## config.mk

```make
export PLATFORM = sky130hd
export DESIGN_NAME = mem_stage_flat
export DESIGN_NICKNAME = d
export VERILOG_FILES = /design/src/rtl/rv32i_types.sv /design/src/rtl/mem_stage_if.sv /design/src/rtl/load_align.sv /design/src/rtl/mem_stage.sv /design/src/flat_wrapper.sv
export SDC_FILE = /design/constraint.sdc
export NUM_CORES = 2
export LEC_CHECK = 0
export CAP_MARGIN = 30
export CORE_AREA = 10 10 300 302
export CTS_BUF_LIST = sky130_fd_sc_hd__clkbuf_8
export DETAILED_ROUTE_END_ITERATION = 6
export DIE_AREA = 0 0 310 312
export GPL_TIMING_DRIVEN = 0
export HOLD_SLACK_MARGIN = 0.02
export PLACE_DENSITY = 0.63
export SYNTH_ARGS = -nofsm -noshare
export SYNTH_HDL_FRONTEND = slang
export SYNTH_HIERARCHICAL = 1
export SYNTH_SLANG_ARGS = --single-unit
```

## constraint.sdc

```tcl
create_clock -name clk -period 27.3 [get_ports clk]
set_clock_uncertainty 0.1 [all_clocks]
set_input_delay 2.73 -clock clk [delete_from_list [all_inputs] [get_ports clk]]
set_output_delay 2.73 -clock clk [all_outputs]
set_load 0.1 [all_outputs]
```

## src/rtl/rv32i_types.sv

```systemverilog
// Shared rv32i pipeline types: stage registers, MEM FSM states, funct3 encodings
// and the byte-lane helpers used by the MEM stage.
package rv32i_types;

   localparam int unsigned DW = 32;

   typedef enum logic {
      IDLE,
      WAIT
   } mem_state_t;

   typedef enum logic [2:0] {
      lb  = 3'b000,
      lh  = 3'b001,
      lw  = 3'b010,
      lbu = 3'b100,
      lhu = 3'b101
   } load_funct3_t;

   typedef enum logic [2:0] {
      sb = 3'b000,
      sh = 3'b001,
      sw = 3'b010
   } store_funct3_t;

   typedef struct packed {
      logic          commit;
      logic [63:0]   order;
      logic [DW-1:0] inst;
      logic [DW-1:0] pc;
      logic [DW-1:0] pc_next;
      logic [4:0]    rs1_s;
      logic [4:0]    rs2_s;
      logic [DW-1:0] rs1_v;
      logic [DW-1:0] rs2_v;
      logic [4:0]    rd_s;
      logic [DW-1:0] rd_v;
      logic          regf_we;
      logic          mem_read;
      logic          mem_write;
      logic [2:0]    funct3;
      logic [DW-1:0] mem_addr;
   } ex_mem_reg_t;

   typedef struct packed {
      logic          commit;
      logic [63:0]   order;
      logic [DW-1:0] inst;
      logic [DW-1:0] pc;
      logic [DW-1:0] pc_next;
      logic [4:0]    rs1_s;
      logic [4:0]    rs2_s;
      logic [DW-1:0] rs1_v;
      logic [DW-1:0] rs2_v;
      logic [4:0]    rd_s;
      logic [DW-1:0] rd_v;
      logic          regf_we;
      logic [DW-1:0] dmem_addr;
      logic [3:0]    dmem_rmask;
      logic [3:0]    dmem_wmask;
      logic [DW-1:0] dmem_wdata;
      logic [DW-1:0] dmem_rdata;
   } mem_wb_reg_t;

   // Byte-lane mask for an access of the given size (funct3[1:0]) at a byte offset.
   function automatic logic [3:0] lane_mask(input logic [1:0] size, input logic [1:0] offset);
      case (size)
         2'b00:   return 4'b0001 << offset;
         2'b01:   return 4'b0011 << offset;
         default: return 4'b1111;
      endcase
   endfunction

   // Half/word accesses must be naturally aligned.
   function automatic logic lane_misaligned(input logic [1:0] size, input logic [1:0] offset);
      case (size)
         2'b00:   return 1'b0;
         2'b01:   return offset[0];
         default: return offset != 2'b00;
      endcase
   endfunction

endpackage

```

## src/rtl/mem_stage_if.sv

```systemverilog
// Data-memory request/response bundle between the MEM stage and the data memory.
interface mem_stage_if;

   logic [31:0] dmem_addr;
   logic [3:0]  dmem_rmask;
   logic [3:0]  dmem_wmask;
   logic [31:0] dmem_wdata;
   logic [31:0] dmem_rdata;
   logic        dmem_resp;

   modport master (
      output dmem_addr, dmem_rmask, dmem_wmask, dmem_wdata,
      input  dmem_rdata, dmem_resp
   );

   modport slave (
      input  dmem_addr, dmem_rmask, dmem_wmask, dmem_wdata,
      output dmem_rdata, dmem_resp
   );

endinterface

```

## src/rtl/load_align.sv

```systemverilog
// Load data alignment: shifts the addressed lane down and sign/zero-extends it.
module load_align
   import rv32i_types::*;
(
   input  logic [31:0] rdata,
   input  logic [1:0]  offset,
   input  logic [2:0]  funct3,
   output logic [31:0] rd_v
);

   logic [31:0] shifted;

   // Move the addressed byte lane to bit 0, then extend per load type.
   always_comb begin
      shifted = rdata >> {offset, 3'b000};
      case (load_funct3_t'(funct3))
         lb:      rd_v = {{24{shifted[7]}}, shifted[7:0]};
         lbu:     rd_v = {24'h0, shifted[7:0]};
         lh:      rd_v = {{16{shifted[15]}}, shifted[15:0]};
         lhu:     rd_v = {16'h0, shifted[15:0]};
         default: rd_v = rdata;
      endcase
   end

endmodule

```

## src/rtl/mem_stage.sv

```systemverilog
// MEM stage: issues data-memory requests, stalls upstream while one is outstanding,
// aligns load data and registers a fully populated mem_wb_reg for WB and RVFI.
module mem_stage
   import rv32i_types::*;
#(
   parameter int unsigned XLEN = 32
) (
   input  logic               clk,
   input  logic               rst,
   input  ex_mem_reg_t        ex_mem_reg,
   mem_stage_if.master        dmem,
   output logic               mem_stall,
   output mem_wb_reg_t        mem_wb_reg
);

   if (XLEN != 32) begin : g_xlen_check
      $error("mem_stage supports XLEN=32 only");
   end

   mem_state_t  state_q, state_d;
   mem_wb_reg_t pend_q, pend_d;
   mem_wb_reg_t wb_d;
   mem_wb_reg_t rec;
   logic [2:0]  funct3_q, funct3_d;
   logic [1:0]  offset_q, offset_d;
   logic        load_q, load_d;
   logic [1:0]  offset;
   logic [3:0]  mask;
   logic        is_mem;
   logic [31:0] load_v;

   assign offset = ex_mem_reg.mem_addr[1:0];
   assign mask   = lane_mask(ex_mem_reg.funct3[1:0], offset);

   // Misaligned half/word accesses fall through as ordinary non-memory ops.
   assign is_mem = ex_mem_reg.commit & (ex_mem_reg.mem_read | ex_mem_reg.mem_write) &
                   ~lane_misaligned(ex_mem_reg.funct3[1:0], offset);

   // Build the WB record for the incoming instruction, including monitor fields.
   always_comb begin
      rec            = '0;
      rec.commit     = ex_mem_reg.commit;
      rec.order      = ex_mem_reg.order;
      rec.inst       = ex_mem_reg.inst;
      rec.pc         = ex_mem_reg.pc;
      rec.pc_next    = ex_mem_reg.pc_next;
      rec.rs1_s      = ex_mem_reg.rs1_s;
      rec.rs2_s      = ex_mem_reg.rs2_s;
      rec.rs1_v      = ex_mem_reg.rs1_v;
      rec.rs2_v      = ex_mem_reg.rs2_v;
      rec.rd_s       = ex_mem_reg.rd_s;
      rec.rd_v       = ex_mem_reg.rd_v;
      rec.regf_we    = ex_mem_reg.regf_we;
      if (is_mem) begin
         rec.dmem_addr = {ex_mem_reg.mem_addr[31:2], 2'b00};
         if (ex_mem_reg.mem_read) begin
            rec.dmem_rmask = mask;
         end else begin
            rec.dmem_wmask = mask;
            rec.dmem_wdata = ex_mem_reg.rs2_v << {offset, 3'b000};
         end
      end
   end

   load_align u_load_align (
      .rdata  (dmem.dmem_rdata),
      .offset (offset_q),
      .funct3 (funct3_q),
      .rd_v   (load_v)
   );

   // Next-state, request outputs, stall and WB record selection.
   always_comb begin
      state_d         = state_q;
      pend_d          = pend_q;
      funct3_d        = funct3_q;
      offset_d        = offset_q;
      load_d          = load_q;
      wb_d            = '0;
      mem_stall       = 1'b0;
      dmem.dmem_addr  = '0;
      dmem.dmem_rmask = '0;
      dmem.dmem_wmask = '0;
      dmem.dmem_wdata = '0;
      case (state_q)
         IDLE: begin
            // rst gates the combinational request so nothing leaks out during reset.
            if (is_mem && !rst) begin
               dmem.dmem_addr  = rec.dmem_addr;
               dmem.dmem_rmask = rec.dmem_rmask;
               dmem.dmem_wmask = rec.dmem_wmask;
               dmem.dmem_wdata = rec.dmem_wdata;
               mem_stall       = 1'b1;
               pend_d          = rec;
               funct3_d        = ex_mem_reg.funct3;
               offset_d        = offset;
               load_d          = ex_mem_reg.mem_read;
               state_d         = WAIT;
            end else if (ex_mem_reg.commit) begin
               wb_d = rec;
            end
         end
         WAIT: begin
            if (dmem.dmem_resp) begin
               wb_d        = pend_q;
               wb_d.commit = 1'b1;
               if (load_q) begin
                  wb_d.dmem_rdata = dmem.dmem_rdata;
                  wb_d.rd_v       = load_v;
               end
               state_d = IDLE;
            end else begin
               mem_stall = 1'b1;
            end
         end
         default: state_d = IDLE;
      endcase
   end

   // State, pending request and output pipeline register.
   always_ff @(posedge clk or posedge rst) begin
      if (rst) begin
         state_q    <= IDLE;
         pend_q     <= '0;
         funct3_q   <= '0;
         offset_q   <= '0;
         load_q     <= 1'b0;
         mem_wb_reg <= '0;
      end else begin
         state_q    <= state_d;
         pend_q     <= pend_d;
         funct3_q   <= funct3_d;
         offset_q   <= offset_d;
         load_q     <= load_d;
         mem_wb_reg <= wb_d;
      end
   end

endmodule

```

## src/flat_wrapper.sv

```systemverilog
// flat-port wrapper written by rule: the top's interface ports become plain ports
module mem_stage_flat import rv32i_types::*;
#(
   parameter int unsigned XLEN = 32
)
  (clk, rst, ex_mem_reg, mem_stall, mem_wb_reg, dmem_dmem_addr, dmem_dmem_rmask, dmem_dmem_wmask, dmem_dmem_wdata, dmem_dmem_rdata, dmem_dmem_resp);
  mem_stage_if dmem_i ();
  input  logic clk;
  input  logic rst;
  input  ex_mem_reg_t ex_mem_reg;
  output logic mem_stall;
  output mem_wb_reg_t mem_wb_reg;
  output wire logic [$bits(dmem_i.dmem_addr)-1:0] dmem_dmem_addr;
  output wire logic [$bits(dmem_i.dmem_rmask)-1:0] dmem_dmem_rmask;
  output wire logic [$bits(dmem_i.dmem_wmask)-1:0] dmem_dmem_wmask;
  output wire logic [$bits(dmem_i.dmem_wdata)-1:0] dmem_dmem_wdata;
  input wire logic [$bits(dmem_i.dmem_rdata)-1:0] dmem_dmem_rdata;
  input wire logic [$bits(dmem_i.dmem_resp)-1:0] dmem_dmem_resp;
  assign dmem_dmem_addr = dmem_i.dmem_addr;
  assign dmem_dmem_rmask = dmem_i.dmem_rmask;
  assign dmem_dmem_wmask = dmem_i.dmem_wmask;
  assign dmem_dmem_wdata = dmem_i.dmem_wdata;
  assign dmem_i.dmem_rdata = dmem_dmem_rdata;
  assign dmem_i.dmem_resp = dmem_dmem_resp;
  mem_stage #(.XLEN(XLEN)) u_core (.clk(clk), .rst(rst), .ex_mem_reg(ex_mem_reg), .dmem(dmem_i), .mem_stall(mem_stall), .mem_wb_reg(mem_wb_reg));
endmodule
```

==> impl_metrics.json <==
{
  "h-tree-depth": 4,
  "syn_inst": 1967,
  "setup-violations-final": 0,
  "grt_remaining_overflow": 0,
  "rsz0062_at_grt": "false",
  "peakVddDrop_mv": 0.0478,
  "cts_num_sinks": 724,
  "powerDensity_nw_per_um2": 76.6,
  "dpl_worst_slack_ns": 17.52,
  "cts-root-buf": "clkbuf_8",
  "yosysMostFrequentCell": "dfrtp_1",
  "fmax_mhz": 103,
  "rows": 107,
  "startpoint": "ex_mem_reg[32]",
  "final-max-slew-violation-count": 0,
  "antenna_found_initial": 37,
  "antenna_left": 0,
  "synth_top_area_share_pct": 61.9,
  "die_area_um2": 96700,
  "cts_made_buffers": 132,
  "n_fill_cell": 6799,
  "wirelength_um": 115000,
  "synthTopCellsByCount": "724 x dfrtp_1, 273 x a22o_1, 224 x mux2_4, 98 x clkbuf_1, 92 x mux2_2",
  "grt_start_max_net_pins": 139,
  "async_reset_ff_share_pct": 100,
  "synth_cell_types": 53,
  "status": "completed",
  "end_kind": "primary output",
  "largest_reg_flops": 375,
  "die_width_um": 310,
  "dp_cells": 3995,
  "start_kind": "input pin",
  "whs_ns": 0.379,
  "path_class": "in2out",
  "setup_ws_ns": 17.60,
  "clk_latency_ns": 0.76,
  "vias": 21800,
  "dp_hpwl_um": 89000,
  "postSynth.topFlopCell": "dfrtp_1",
  "worstMarginPinSlew_ns": 1.14,
  "cts.repair.resized": 0,
  "clk_pin_slew_worst_paths_ns": 0.06,
  "initial_core_util_pct": 34.7,
  "drt-pass1-iter-count": 7,
  "synthesis.area_um2": 29200,
  "leakagePower_nw": 20.7,
  "slew_headroom_pct": 21.5,
  "grt_pass1_vias": 24100,
  "route.detailed.drc": 0,
  "clockBufferDepth": 3,
  "hp-start": "u_core/pend_q[315]",
  "final_cell_count_no_fill": 4259,
  "grt_use_total_pct": 23.4,
  "grt_pass1_wl_um": 167000,
  "ys_seq_elements": 724,
  "fin_crit_sh_pct": 35.5,
  "seq_area_frac_synth_pct": 61.9,
  "required_ns": 24.47,
  "cts_hold_buffers": 0,
  "r2r-start": "u_core/state_q",
  "hold_viol": 0,
  "area_growth_pct": 55.2,
  "path_max_fanout": 10,
  "routedWlPerCell_um": 27.1,
  "gp_congestion": 0.903,
  "nNetsFinal": 3388,
  "synth_edf_count": 0,
  "drt_iter0_drc": 1475,
  "cts_tree": "done",
  "min_path_type": "reg2reg",
  "io_pins": 795,
  "synth_area_leaders": "dfrtp_1 62%, mux2_4 11%, a22o_1 8.2%, mux2_2 3.5%, mux2i_1 2.6%",
  "synth.yosys.warnings": 6,
  "port_buffers": 788,
  "worstPathArrival_ns": 6.87,
  "synth.avg_cell_area_um2": 14.9,
  "core_area_um2": 84300,
  "routed_via_density": 5.11,
  "drive_gt1_share_pct": 23.5,
  "cap_violations": 0,
  "die_h_um": 312,
  "yosysTopAreaCell": "dfrtp_1",
  "period_minus_slack_ns": 9.70,
  "postCtsSetupBuffers": 0
}
-- path summary, 6_finish.rpt --
kind	end	slack, ns	cells after the start
min in group asynchronous	u_core/pend_q[45]	2.41	2
worst max-delay path	dmem_dmem_wdata[29]	17.60	10
max in group asynchronous	u_core/mem_wb_reg[200]	23.15	4
worst min register to register	u_core/mem_wb_reg[315]	0.38	1
worst min-delay path	u_core/mem_wb_reg[315]	0.38	1
worst max register to register	u_core/mem_wb_reg[111]	24.46	6
-- metal layers --
metal / share of wire [%] / global-route usage (%) / wire length [um]
met4: 2.8 / 9.16 / 3230
met2: 49 / 37.9 / 56400
met1: 40 / 28.3 / 46300
met3: 8.3 / 7.93 / 9530
met5: 0.053 / 0 / 61
-- report_power, final --
group          leakage (nW)  internal [W]  switching (W)
logic                  9.99      0.000433       0.000642
clock network          1.52      0.000575       0.000466
registers              9.18       0.00126      0.0000998
-- cell families after synthesis --
group           share of synthesized area (%)
flops                                    61.9
buf+inv                                  3.61
compound gates                           12.7
mux                                      18.1
simple gates                             3.57
other cells                            0.0128
-- per-stage QoR --
| stage | setup TNS (ns) | power [W] | cell area (um2) | util, % |
|---|---|---|---|---|
| floorplan | 0 | 0.00206 | 29300 | - |
| global route | 0 | 0.00362 | 45400 | 53.8 |
| detailed placement | 0 | 0.00244 | 42500 | 50.4 |
| finish | 0 | 0.00348 | 45400 | 53.8 |
| global placement | -3392.30 | 0.00234 | 38500 | 45.7 |
| CTS | 0 | 0.00350 | 45200 | 53.6 |
-- critical path, stage by stage --
cell and delay (ns):
clkdlybuf4s50_1 0.61, and3b_1 0.27, clkbuf_1 0.19, or4_1 0.49, buf_2 0.25, buf_6 0.23
buf_6 0.18, buf_2 0.22, nor2_1 0.40, clkdlybuf4s50_1 1.26
-- cell usage in the layout (no fill, tap or decap), types with 18 or more instances in the layout --
master	Yosys	routed
clkbuf_8	0	166
diode_2	0	30
and3_1	32	32
o2bb2ai_1	33	33
clkbuf_1	98	98
buf_2	27	28
buf_16	0	149
mux2_2	92	92
mux2_4	224	224
nor3_1	22	21
nand2_1	54	54
nor2_1	24	24
a22o_1	273	273
and2_1	31	31
inv_1	34	73
clkdlybuf4s50_1	0	788
o32ai_1	18	18
dfrtp_1	724	724
mux2i_1	75	75
o31ai_1	30	30
o21ai_0	23	23
buf_6	29	29
-- cell type report --
cell class / instances / area (um2) / share of cell area [%]
buffer: 169 / 927 / 2.04
inverter: 34 / 135 / 0.298
sequential: 724 / 18100 / 39.9
antenna: 30 / 75.1 / 0.165
multi-input combinational: 1043 / 10100 / 22.2
tap: 1090 / 1360 / 3.00
timing repair buffer: 939 / 12000 / 26.5
clock buffer: 166 / 2280 / 5.03
clock inverter: 64 / 384 / 0.846
(Power assumes the default switching activity.)
